**src/rtl/bank_read_sequencer_pkg.sv**
```systemverilog
// Shared definitions for the bank read sequencer and the four-bank byte mux
// that sits beside it at the next level up.
package bank_read_sequencer_pkg;

  localparam int ADDR_W = 4;
  localparam int BANK_W = 2;
  localparam int BYTE_W = 2;
  localparam int LEN_W  = 5;
  localparam int DATA_W = 8;
  localparam int NUM_BANKS      = 4;
  localparam int BYTES_PER_BANK = 4;

  typedef enum logic [1:0] {
    IDLE  = 2'd0,
    FETCH = 2'd1,
    HOLD  = 2'd2,
    DONE  = 2'd3
  } seq_state_e;

  // Byte addresses wrap modulo 16, so bank 3 byte 3 is followed by bank 0 byte 0.
  function automatic logic [ADDR_W-1:0] nextAddr(input logic [ADDR_W-1:0] a);
    return a + ADDR_W'(1);
  endfunction

endpackage

```
**src/rtl/bank_read_sequencer.sv**
```systemverilog
// Walks a burst of byte addresses through an external four-bank mux and
// presents each byte downstream with a valid/ready handshake.
module bank_read_sequencer
  import bank_read_sequencer_pkg::*;
(
  input  logic              wb_clk_i,
  input  logic              rst_n,
  input  logic              start,
  input  logic [ADDR_W-1:0] start_addr,
  input  logic [LEN_W-1:0]  len,
  input  logic              abort,
  output logic [BANK_W-1:0] bank_sel,
  output logic [BYTE_W-1:0] byte_sel,
  input  logic [DATA_W-1:0] mux_data,
  output logic [DATA_W-1:0] out_data,
  output logic              out_valid,
  input  logic              out_ready,
  output logic              busy,
  output logic              done
);

  seq_state_e        state_q, state_d;
  logic [ADDR_W-1:0] addr_q, addr_d;
  logic [LEN_W-1:0]  remain_q, remain_d;
  logic [DATA_W-1:0] outData_q, outData_d;
  logic              outValid_q, outValid_d;

  always_ff @(posedge wb_clk_i or negedge rst_n) begin
    if (!rst_n) begin
      state_q    <= IDLE;
      addr_q     <= '0;
      remain_q   <= '0;
      outData_q  <= '0;
      outValid_q <= 1'b0;
    end else begin
      state_q    <= state_d;
      addr_q     <= addr_d;
      remain_q   <= remain_d;
      outData_q  <= outData_d;
      outValid_q <= outValid_d;
    end
  end

  // Abort is applied last so it overrides any handshake in the same cycle.
  always_comb begin
    state_d    = state_q;
    addr_d     = addr_q;
    remain_d   = remain_q;
    outData_d  = outData_q;
    outValid_d = outValid_q;

    unique case (state_q)
      IDLE: begin
        if (start && !abort && (len != '0)) begin
          addr_d   = start_addr;
          remain_d = len;
          state_d  = FETCH;
        end
      end
      FETCH: begin
        outData_d  = mux_data;
        outValid_d = 1'b1;
        state_d    = HOLD;
      end
      HOLD: begin
        if (out_ready) begin
          outValid_d = 1'b0;
          if (remain_q == LEN_W'(1)) begin
            state_d = DONE;
          end else begin
            remain_d = remain_q - LEN_W'(1);
            addr_d   = nextAddr(addr_q);
            state_d  = FETCH;
          end
        end
      end
      DONE: begin
        state_d = IDLE;
      end
      default: begin
        state_d = IDLE;
      end
    endcase

    if (abort && (state_q != IDLE)) begin
      state_d    = IDLE;
      addr_d     = addr_q;
      remain_d   = remain_q;
      outData_d  = outData_q;
      outValid_d = 1'b0;
    end
  end

  assign bank_sel  = addr_q[ADDR_W-1 -: BANK_W];
  assign byte_sel  = addr_q[BYTE_W-1:0];
  assign out_data  = outData_q;
  assign out_valid = outValid_q;
  assign busy      = (state_q != IDLE);
  assign done      = (state_q == DONE);

endmodule

```
**config.mk**
```make
export PLATFORM = sky130hd
export DESIGN_NAME = bank_read_sequencer
export DESIGN_NICKNAME = d
export VERILOG_FILES = /design/src/rtl/bank_read_sequencer_pkg.sv /design/src/rtl/bank_read_sequencer.sv
export SDC_FILE = /design/constraint.sdc
export NUM_CORES = 1
export LEC_CHECK = 0
export ABC_AREA = 1
export BUFFER_PORTS_ARGS = -buffer_cell sky130_fd_sc_hd__buf_2
export CORE_UTILIZATION = 49
export DETAILED_ROUTE_END_ITERATION = 7
export GPL_TIMING_DRIVEN = 0
export HOLD_SLACK_MARGIN = 0.1
export PLACE_DENSITY = 0.78
export SLEW_MARGIN = 20
export SYNTH_ARGS = -nofsm -noshare
export SYNTH_HDL_FRONTEND = slang
export SYNTH_SLANG_ARGS = --single-unit
```
**constraint.sdc**
```tcl
create_clock -name wb_clk_i -period 1.6 [get_ports wb_clk_i]
set_clock_uncertainty 0.15 [all_clocks]
set_input_delay 0 -clock wb_clk_i [delete_from_list [all_inputs] [get_ports wb_clk_i]]
set_output_delay 0 -clock wb_clk_i [all_outputs]
set_load 0.03 [all_outputs]
```
Yosys cells after proc, flatten, opt, wreduce, memory -nomap -nowiden
Index checks and enable logic that the tools add are counted.
- reduce and logical (&&, ||, !) cells: 13
- bitwise logic cells: 1
- equality and inequality tests: 9
- mux-type cells: 16
- add/sub/neg operators: 2
- operator list (cell ; count):
    $mux W5 ; 3
    $mux W4 ; 3
    $pmux W5 S2 ; 1
    $mux W2 ; 4
    $pmux W2 S4 ; 1
    $pmux W4 S2 ; 1
    $ne A2 B2 Y1 const B ; 3
    $ne A3 B3 Y1 const B ; 2
    $reduce_and A2 Y1 ; 3
    $eq A5 B1 Y1 const B ; 1
    $reduce_and A5 Y1 ; 1
    $reduce_bool A5 Y1 ; 1
    $sub A5 B1 Y5 const B ; 1
    $add A4 B1 Y4 const B ; 1
    $eq A2 B2 Y1 const B ; 2
    $reduce_bool A2 Y1 ; 2
    $logic_and A1 B1 Y1 ; 3
    $reduce_bool A3 Y1 ; 1
    $eq A2 B1 Y1 const B ; 1
    $logic_not A2 Y1 ; 1
    $mux W1 ; 2
    $pmux W1 S2 ; 1
    $logic_not A1 Y1 ; 1
    $not A1 Y1 ; 1
- output and inout bits: 15
- bits of input ports: 22
- logic and storage cells: 46
- register bits: 20

Longest topological paths before layout
Gate-level depths: netlist of run 1.
- depth after elaboration: 6
- depth in mapped cells: 10
- gate-level depth less buffers: 10

Worst setup path after synthesis of run 1
OpenSTA, ideal clock, no wires.
- kind: reg2reg
- start: register state_q[0]
- end: register addr_q[0]
- data required time: 1.332 ns
- setup time: 0.118 ns
- arrival time: 1.288 ns
- cell stages (with the launch flop): 9
- setup slack: 0.044 ns
- path buffers: 0
- clock period less this slack: 1.556 ns
- cells stage by stage: dfrtp_1 -> inv_1 -> nand2_2 -> nand2_2 -> nand2_1 -> nor2_4 -> nand2_4 -> nand2_1 -> nand2_1
- longest elaborated chain between the ends: 4
- elaborated cells on any way between the ends: 11
- classes of those cells: 4 x eq/ne; 1 x mux; 1 x bitwise; 5 x reduce/logical
- ends and longest elaborated chain (what ; line ; RTL):
    start: declaration ; bank_read_sequencer.sv:22 ; seq_state_e state_q, state_d;
    start signal: assignment ; bank_read_sequencer.sv:36 ; state_q <= state_d;
    $reduce_bool A2 Y1 ; - ;
    named net busy ; bank_read_sequencer.sv:18 ; output logic busy,
    $logic_and A1 B1 Y1 ; bank_read_sequencer.sv:85 ; if (abort && (state_q != IDLE)) begin
    $not A1 Y1 (no line) ; - ;
    $reduce_and A5 Y1 (no line) ; - ;
    end signal: assignment ; bank_read_sequencer.sv:37 ; addr_q <= addr_d;
    end: declaration ; bank_read_sequencer.sv:23 ; logic [ADDR_W-1:0] addr_q, addr_d;
The timed path passes the listed nets, and every way through them passes these cells.
A chain may end at the register's enable or synchronous reset.

Worst setup path in the final report of run 1
- start: register remain_q[1]
- end: register addr_q[2]
- longest elaborated chain between the ends: 3
- ends and longest elaborated chain (what ; line ; RTL):
    start: declaration ; bank_read_sequencer.sv:24 ; logic [LEN_W-1:0] remain_q, remain_d;
    start signal: assignment ; bank_read_sequencer.sv:38 ; remain_q <= remain_d;
    $eq A5 B1 Y1 ; bank_read_sequencer.sv:68 ; if (remain_q == LEN_W'(1)) begin
    $ne A2 B2 Y1 (no line) ; - ;
    $reduce_and A5 Y1 (no line) ; - ;
Every way passes these cells.

==> results.sh, run 1 <==
export IMPL_ant_nets=0
export IMPL_die_y_um=49.9
export IMPL_critPathLaunchType="flip-flop"
export IMPL_vias=1217
export IMPL_yosys_warnings=0
export IMPL_yosysUniqueCellTypes=19
export IMPL_insertion_delay_ps=290
export IMPL_drive_gt1_frac=0.351
export IMPL_critPathKind="reg2reg"
export IMPL_final_setup_tns_ps=-469
export IMPL_syn_area_per_cell_um2=8.02
export IMPL_setup_slack_ps=-64.3
export IMPL_totalPowerFinal_mw=3.41
export IMPL_cts_sink_count=20
export IMPL_ys_seq_elements=20
export IMPL_cellPowerDensity_nw_per_um2=2020
export IMPL_ios=37
export IMPL_drt_iter0_drc=17
export IMPL_failed_checks="setup timing"
export IMPL_fin_crit_sh=1.04
export IMPL_clock_fmax_mhz=601
export IMPL_die_x_um=49.9
export IMPL_h_tree_depth=1
export IMPL_start_util=0.544
export IMPL_dp_slack_ps=-106
export IMPL_clockRootBuffer="clkbuf_4"
export IMPL_hold_class="in2reg"
export IMPL_viasPerCell=5.11
export IMPL_yosys_area_top_type="dfrtp_1"
export IMPL_report_final_slew_viol_count=0
export IMPL_firstDrtPassIters=4
export IMPL_worstMarginPinSlew_ps=448
export IMPL_slew_headroom=0.702
export IMPL_rows=16
export IMPL_nFillCells=135
export IMPL_gp_congestion=0.830
export IMPL_final_cell_area_um2=1690
export IMPL_power_frac_comb=0.627
export IMPL_grt_pass1_wl_um=5100
export IMPL_r2r_slack_ps=-60
export IMPL_hold_viol_final=0
export IMPL_cp_required_ps=1650
export IMPL_grt_pass1_vias=1266
export IMPL_overflow=0
export IMPL_die_area_um2=2490
export IMPL_p_seq_frac=0.286
export IMPL_dp_hpwl_um=1870
export IMPL_area_growth_pct=50.2
export IMPL_rsz0062_at_grt="yes"
export IMPL_syn_area_um2=1120
export IMPL_cts_tree="yes"
export IMPL_holdWs_ps=228
export IMPL_synth_nets=165
export IMPL_antenna_found_initial=0
export IMPL_clk_path_buf_depth=2
export IMPL_clk_pin_slew_worst_paths_ps=120
export IMPL_routedWlPerCell_um=13.1
export IMPL_synthTopCellsByArea="dfrtp_1, nand2_1, mux2_2, nand3_1, inv_1"
export IMPL_placement_cell_area_um2=1340
export IMPL_p_int_mw=1.74
export IMPL_numCtsBuffers=3
export IMPL_yosysSeqAreaShare=0.446
export IMPL_yosys_area_top_type_share=0.446
export IMPL_crit_fanout=5
export IMPL_maxCapViolCount=0
export IMPL_switching_power_mw=1.67
export IMPL_grt_max_degree=21
export IMPL_synth_cells=140
export IMPL_fin_crit_ps=1660
export IMPL_worstPathArrival_ps=1710
export IMPL_p_leak_nw=0.919
export IMPL_grt_usage=0.272
export IMPL_clock_power_share=0.086
export IMPL_setup_violations=9
export IMPL_ir_drop_uv=1360
export IMPL_wl_um=3130
export IMPL_core_area_um2=2060
export IMPL_io_buffers=36
export IMPL_drc=0
export IMPL_status="finished, violations left"
export IMPL_nets=237
export IMPL_end_kind="flip-flop"
export IMPL_switching_share=0.489
export IMPL_antenna_cells=0
critical path: stages (launching register included):
cell and delay (ps):
dfrtp_1 410, inv_2 60, ha_2 170, inv_1 70, nor2_1 40, nand3_1 120, nand2_2 80, nor2_4 200
nand2_4 120, nand2_1 90, nand2_1 50
placed cells by master (no fill, tap or decap):
cell type / count
nor2_1: 9
clkbuf_8: 1
o211ai_1: 1
xnor2_1: 1
buf_12: 1
dlygate4sd3_1: 21
o21ai_0: 6
mux2_2: 8
nand4_1: 1
nand2_2: 7
ha_2: 1
nor2_4: 2
nand3_1: 17
nand2_4: 1
nand2_1: 45
buf_2: 36
o21bai_1: 1
o21ai_1: 2
clkbuf_4: 3
dfrtp_1: 20
buf_4: 8
inv_2: 4
ha_1: 2
buf_6: 2
inv_1: 11
Yosys cell counts:
master and number:
nand2_1 48, dfrtp_1 20, nand3_1 17, inv_1 13, nor2_1 9, mux2_2 8, o21ai_0 7, ha_1 3
nand2_2 3, inv_2 2, nor2_4 2, buf_2 1, buf_6 1, nand2_4 1, nand4_1 1, o211ai_1 1
o21ai_1 1, o21bai_1 1, xnor2_1 1
state kept, by name (all words and copies together) (netlist names):
signal     count
addr_q         4
out_data       8
out_valid      1
remain_q       5
state_q        2
power by group through the flow:
| stage | clock (mW) | sequential (mW) | combinational (mW) |
|---|---|---|---|
| after floorplan | 0 | 1.26 | 0.989 |
| after global placement | 0 | 0.956 | 1.69 |
| after detailed placement | 0 | 0.972 | 1.75 |
| after CTS | 0.299 | 0.959 | 1.95 |
| after global routing | 0.319 | 1.00 | 2.35 |
| final | 0.294 | 0.975 | 2.14 |
per-stage QoR:
| step | utilization | cells |
|---|---|---|
| 3_3_place_gp | 0.648 | 203 |
| 6_report | 0.817 | 238 |
| 2_1_floorplan | - | 140 |
| 4_1_cts | 0.792 | 233 |
| 5_1_grt | 0.817 | 238 |
| 3_5_place_dp | 0.648 | 203 |
final timing paths:
check / to / cells after the start / startpoint
worst max register to register: addr_q[2] / 10 / remain_q[1]
worst min register to register: out_data[4] / 1 / out_data[4]
worst max-delay path: addr_q[2] / 10 / remain_q[1]
worst min-delay path: remain_q[1] / 7 / start
max in group asynchronous: out_data[5] / 3 / rst_n
min in group asynchronous: remain_q[1] / 3 / rst_n
cell families after synthesis:
family	count (synthesis)	synth area share
AND/OR/NAND/NOR	81	0.319
flip-flops	20	0.446
buffers and inverters	17	0.0647
AO/OA/AOI/OAI	10	0.0490
multiplexers	8	0.0803
adder cells (fa/ha/maj)	3	0.0334
XOR/XNOR	1	0.00781
metal layers:
layer	global-route usage	wire length, um	vias up
met1	0.317	1330	580
li1	-	-	588
met5	0	0	-
met4	0.110	29	0
met3	0.0494	128	4
met2	0.486	1640	45
area by class of cell:
| cell class | instances | area (um^2) | share of cell area |
|---|---|---|---|
| plain buffers | 2 | 18.8 | 0.0111 |
| clock buffers | 4 | 36.3 | 0.0215 |
| flip-flops and latches | 20 | 500 | 0.297 |
| repair buffers | 66 | 474 | 0.281 |
| multi-input cells | 104 | 566 | 0.336 |
| well taps | 27 | 33.8 | 0.0200 |
| inverters | 15 | 56.3 | 0.0334 |
what timing repair did:
action                     4_1_cts  5_1_grt
hold endpoints to repair        40        0
setup buffers                    5        4
hold buffers                    21        0
cloned                           0        1
setup endpoints to repair        9        9
gates resized for setup          0       10
pin swaps                        1        7
Note: power is estimated with default switching activity, not from simulation.
==> run 2: changes to the inputs <==
ABC_AREA = unset   (was 1)
CORE_UTILIZATION = 48   (was 49)
==> run 2 against run 1 <==
  * Critical path depth fell by 5
  * Synthesized area down 7.9%
  * Fmax is 0.58% lower
  * Non-clock buffer count fell by 1
  * Largest power group unchanged
  * Die area is 5.8% lower
  * Highest routed layer unchanged
  * Largest cell class unchanged
  * Design area down 2.0%
  * Critical path type unchanged
  * The run still ends with setup timing left
==> results.sh, run 2 <==
export IMPL_drive_gt1_frac=0.464
export IMPL_yosysMostFrequentCell="dfrtp_1"
export IMPL_die_y_um=48.4
export IMPL_rsz0062_at_grt="yes"
export IMPL_synthTopCellsByArea="dfrtp_1, mux2_2, a21oi_1, ha_1, nand2_1"
export IMPL_synth_edf_count=0
export IMPL_yosysSeqAreaShare=0.484
export IMPL_antenna_found_initial=0
export IMPL_cts_sink_count=20
export IMPL_worstMarginPinSlew_ps=455
export IMPL_clk_path_buf_depth=2
export IMPL_yosys_area_top_type="dfrtp_1"
export IMPL_io_buffers=36
export IMPL_ys_seq_elements=20
export IMPL_hold_class="in2reg"
export IMPL_synth_nets=124
export IMPL_gp_congestion=0.758
export IMPL_placement_cell_area_um2=1290
export IMPL_busiest_layer="met2"
export IMPL_slowest_delay_ps=470
export IMPL_numCtsBuffers=3
export IMPL_nFillCells=106
export IMPL_area_growth_pct=59.8
export IMPL_antenna_cells=0
export IMPL_cp_cell_sequence="nor4_4, a2111oi_4, buf_4, and3_4, o22ai_2"
export IMPL_path_depth=5
export IMPL_syn_area_per_cell_um2=10.4
export IMPL_routedWlPerCell_um=16.7
export IMPL_cellPowerDensity_nw_per_um2=1260
export IMPL_cp_required_ps=1640
export IMPL_slew_headroom=0.697
export IMPL_rows=16
export IMPL_synthFlopType="dfrtp_1"
export IMPL_setup_slack_ps=-74.0
export IMPL_drt_iter0_drc=29
export IMPL_ant_nets=0
export IMPL_critPathTopFamily="compound AO/OA/AOI/OAI gates"
export IMPL_die_area_um2=2340
export IMPL_hold_viol_final=0
export IMPL_nets=192
export IMPL_final_setup_tns_ps=-464
export IMPL_synthTopCellsByCount="dfrtp_1, nand2_1, a21oi_1, mux2_2"
export IMPL_p_leak_nw=0.739
export IMPL_clock_fmax_mhz=597
export IMPL_firstDrtPassIters=4
export IMPL_drc=0
export IMPL_crit_fanout=7
export IMPL_worstPathArrival_ps=1710
export IMPL_path_buf_inv=1
export IMPL_maxCapViolCount=0
export IMPL_fin_crit_ps=1670
export IMPL_report_final_slew_viol_count=0
export IMPL_synth_cells=99
export IMPL_vias=1090
export IMPL_grt_pass1_wl_um=5150
export IMPL_setup_violations=9
export IMPL_cts_hold_buf=20
export IMPL_overflow=0
export IMPL_status="finished, violations left"
export IMPL_totalPowerFinal_mw=2.08
export IMPL_reg2reg_depth=5
export IMPL_slowest_stage="dfrtp_2"
export IMPL_grt_pass1_vias=1120
export IMPL_grtUsageMet3=0.0314
export IMPL_syn_area_um2=1030
export IMPL_fin_crit_sh=1.05
export IMPL_die_x_um=48.4
export IMPL_yosys_warnings=0
export IMPL_globalRouteMet2Util=0.509
export IMPL_async_reset_ff_frac=1.00
export IMPL_layout_commonest_cell="buf_2"
export IMPL_critPathKind="reg2reg"
export IMPL_grt_usage=0.285
export IMPL_use_met1=0.363
export IMPL_critPathLaunchType="flip-flop"
export IMPL_min_path_cells=3
export IMPL_yosysUniqueCellTypes=36
export IMPL_start_util=0.516
export IMPL_wl_um=3220
export IMPL_ios=37
export IMPL_dp_hpwl_um=1860
export IMPL_yosys_area_top_type_share=0.484
export IMPL_viasPerCell=5.65
export IMPL_cts_tree="yes"
export IMPL_largest_reg_flops=8
export IMPL_ir_drop_uv=957
export IMPL_r2r_slack_ps=-70
export IMPL_core_area_um2=2000
export IMPL_h_tree_depth=1
export IMPL_end_kind="flip-flop"
export IMPL_final_cell_mix="buf_2, dlygate4sd3_1, dfrtp_1"
export IMPL_grt_max_degree=21
export IMPL_insertion_delay_ps=310
export IMPL_clk_pin_slew_worst_paths_ps=130
export IMPL_final_cell_area_um2=1650
export IMPL_failed_checks="setup timing"
export IMPL_dp_slack_ps=-148
export IMPL_clockRootBuffer="clkbuf_4"
[run 2: cell types whose count changed after synthesis, sizes merged, moves of 2 or more]
cell     change
a21oi        +8
a31oi        +3
and2         +2
clkbuf       +2
inv         -12
mux2i        +2
nand2       -42
nand2b       +2
nand3       -14
nor2         -5
o21ai        -3
o22ai        +4
o2bb2ai      +2
[run 2: cells by family after synthesis]
group           Yosys count  share of synthesized area
fa+ha+maj                 3                     0.0363
simple gates             32                      0.168
buf+inv                   7                     0.0303
compound gates           27                      0.174
flops                    20                      0.484
mux                      10                      0.107
[run 2: final cells by class]
cell class                      instances  area, um^2  area share
Sequential cell                        20         502       0.304
Buffer                                  2        12.5     0.00758
Tap cell                               27        33.8      0.0205
Clock inverter                          1        30.0      0.0182
Inverter                                3        11.3     0.00682
Multi-Input combinational cell         72         591       0.358
Timing Repair Buffer                   65         449       0.272
Clock buffer                            3        22.5      0.0136
[run 2: power breakdown]
group	internal (mW)	total, mW	switching (mW)
clock	0.253	0.421	0.168
combinational	0.398	0.892	0.494
sequential	0.640	0.768	0.128
[run 2: what timing repair did]
action                     CTS  global route
hold endpoints to repair    40             1
setup buffers                5             3
pin swaps                    5             1
gates cloned                 1             0
resized for setup           12             1
setup endpoints to repair   17            11
[run 2: per-layer routing]
metal	wire length, um	up-vias
li1	-	492
met1	1430	553
met4	14	0
met3	118	2
met5	0	-
met2	1650	43
[run 2: final timing paths]
check,start,endpoint
max,state_q[1],remain_q[0]
min,len[0],remain_q[0]
max reg2reg,state_q[1],remain_q[0]
min reg2reg,out_data[3],out_data[3]
max in group asynchronous,rst_n,state_q[1]
min in group asynchronous,rst_n,addr_q[0]
[run 2: worst reg2reg max path: stages, from the launching register on]
cell	delay (ps)
dfrtp_2	470
nor4_4	60
a2111oi_4	410
buf_4	210
and3_4	180
o22ai_2	70
[run 2: per-stage QoR]
step	util	hold WS (ps)	cells
detailed placement	0.643	-177	162
global route	0.825	24.3	193
finish	0.825	21.1	193
global placement	0.643	-184	162
CTS	0.812	-35.4	190
floorplan	-	-446	99
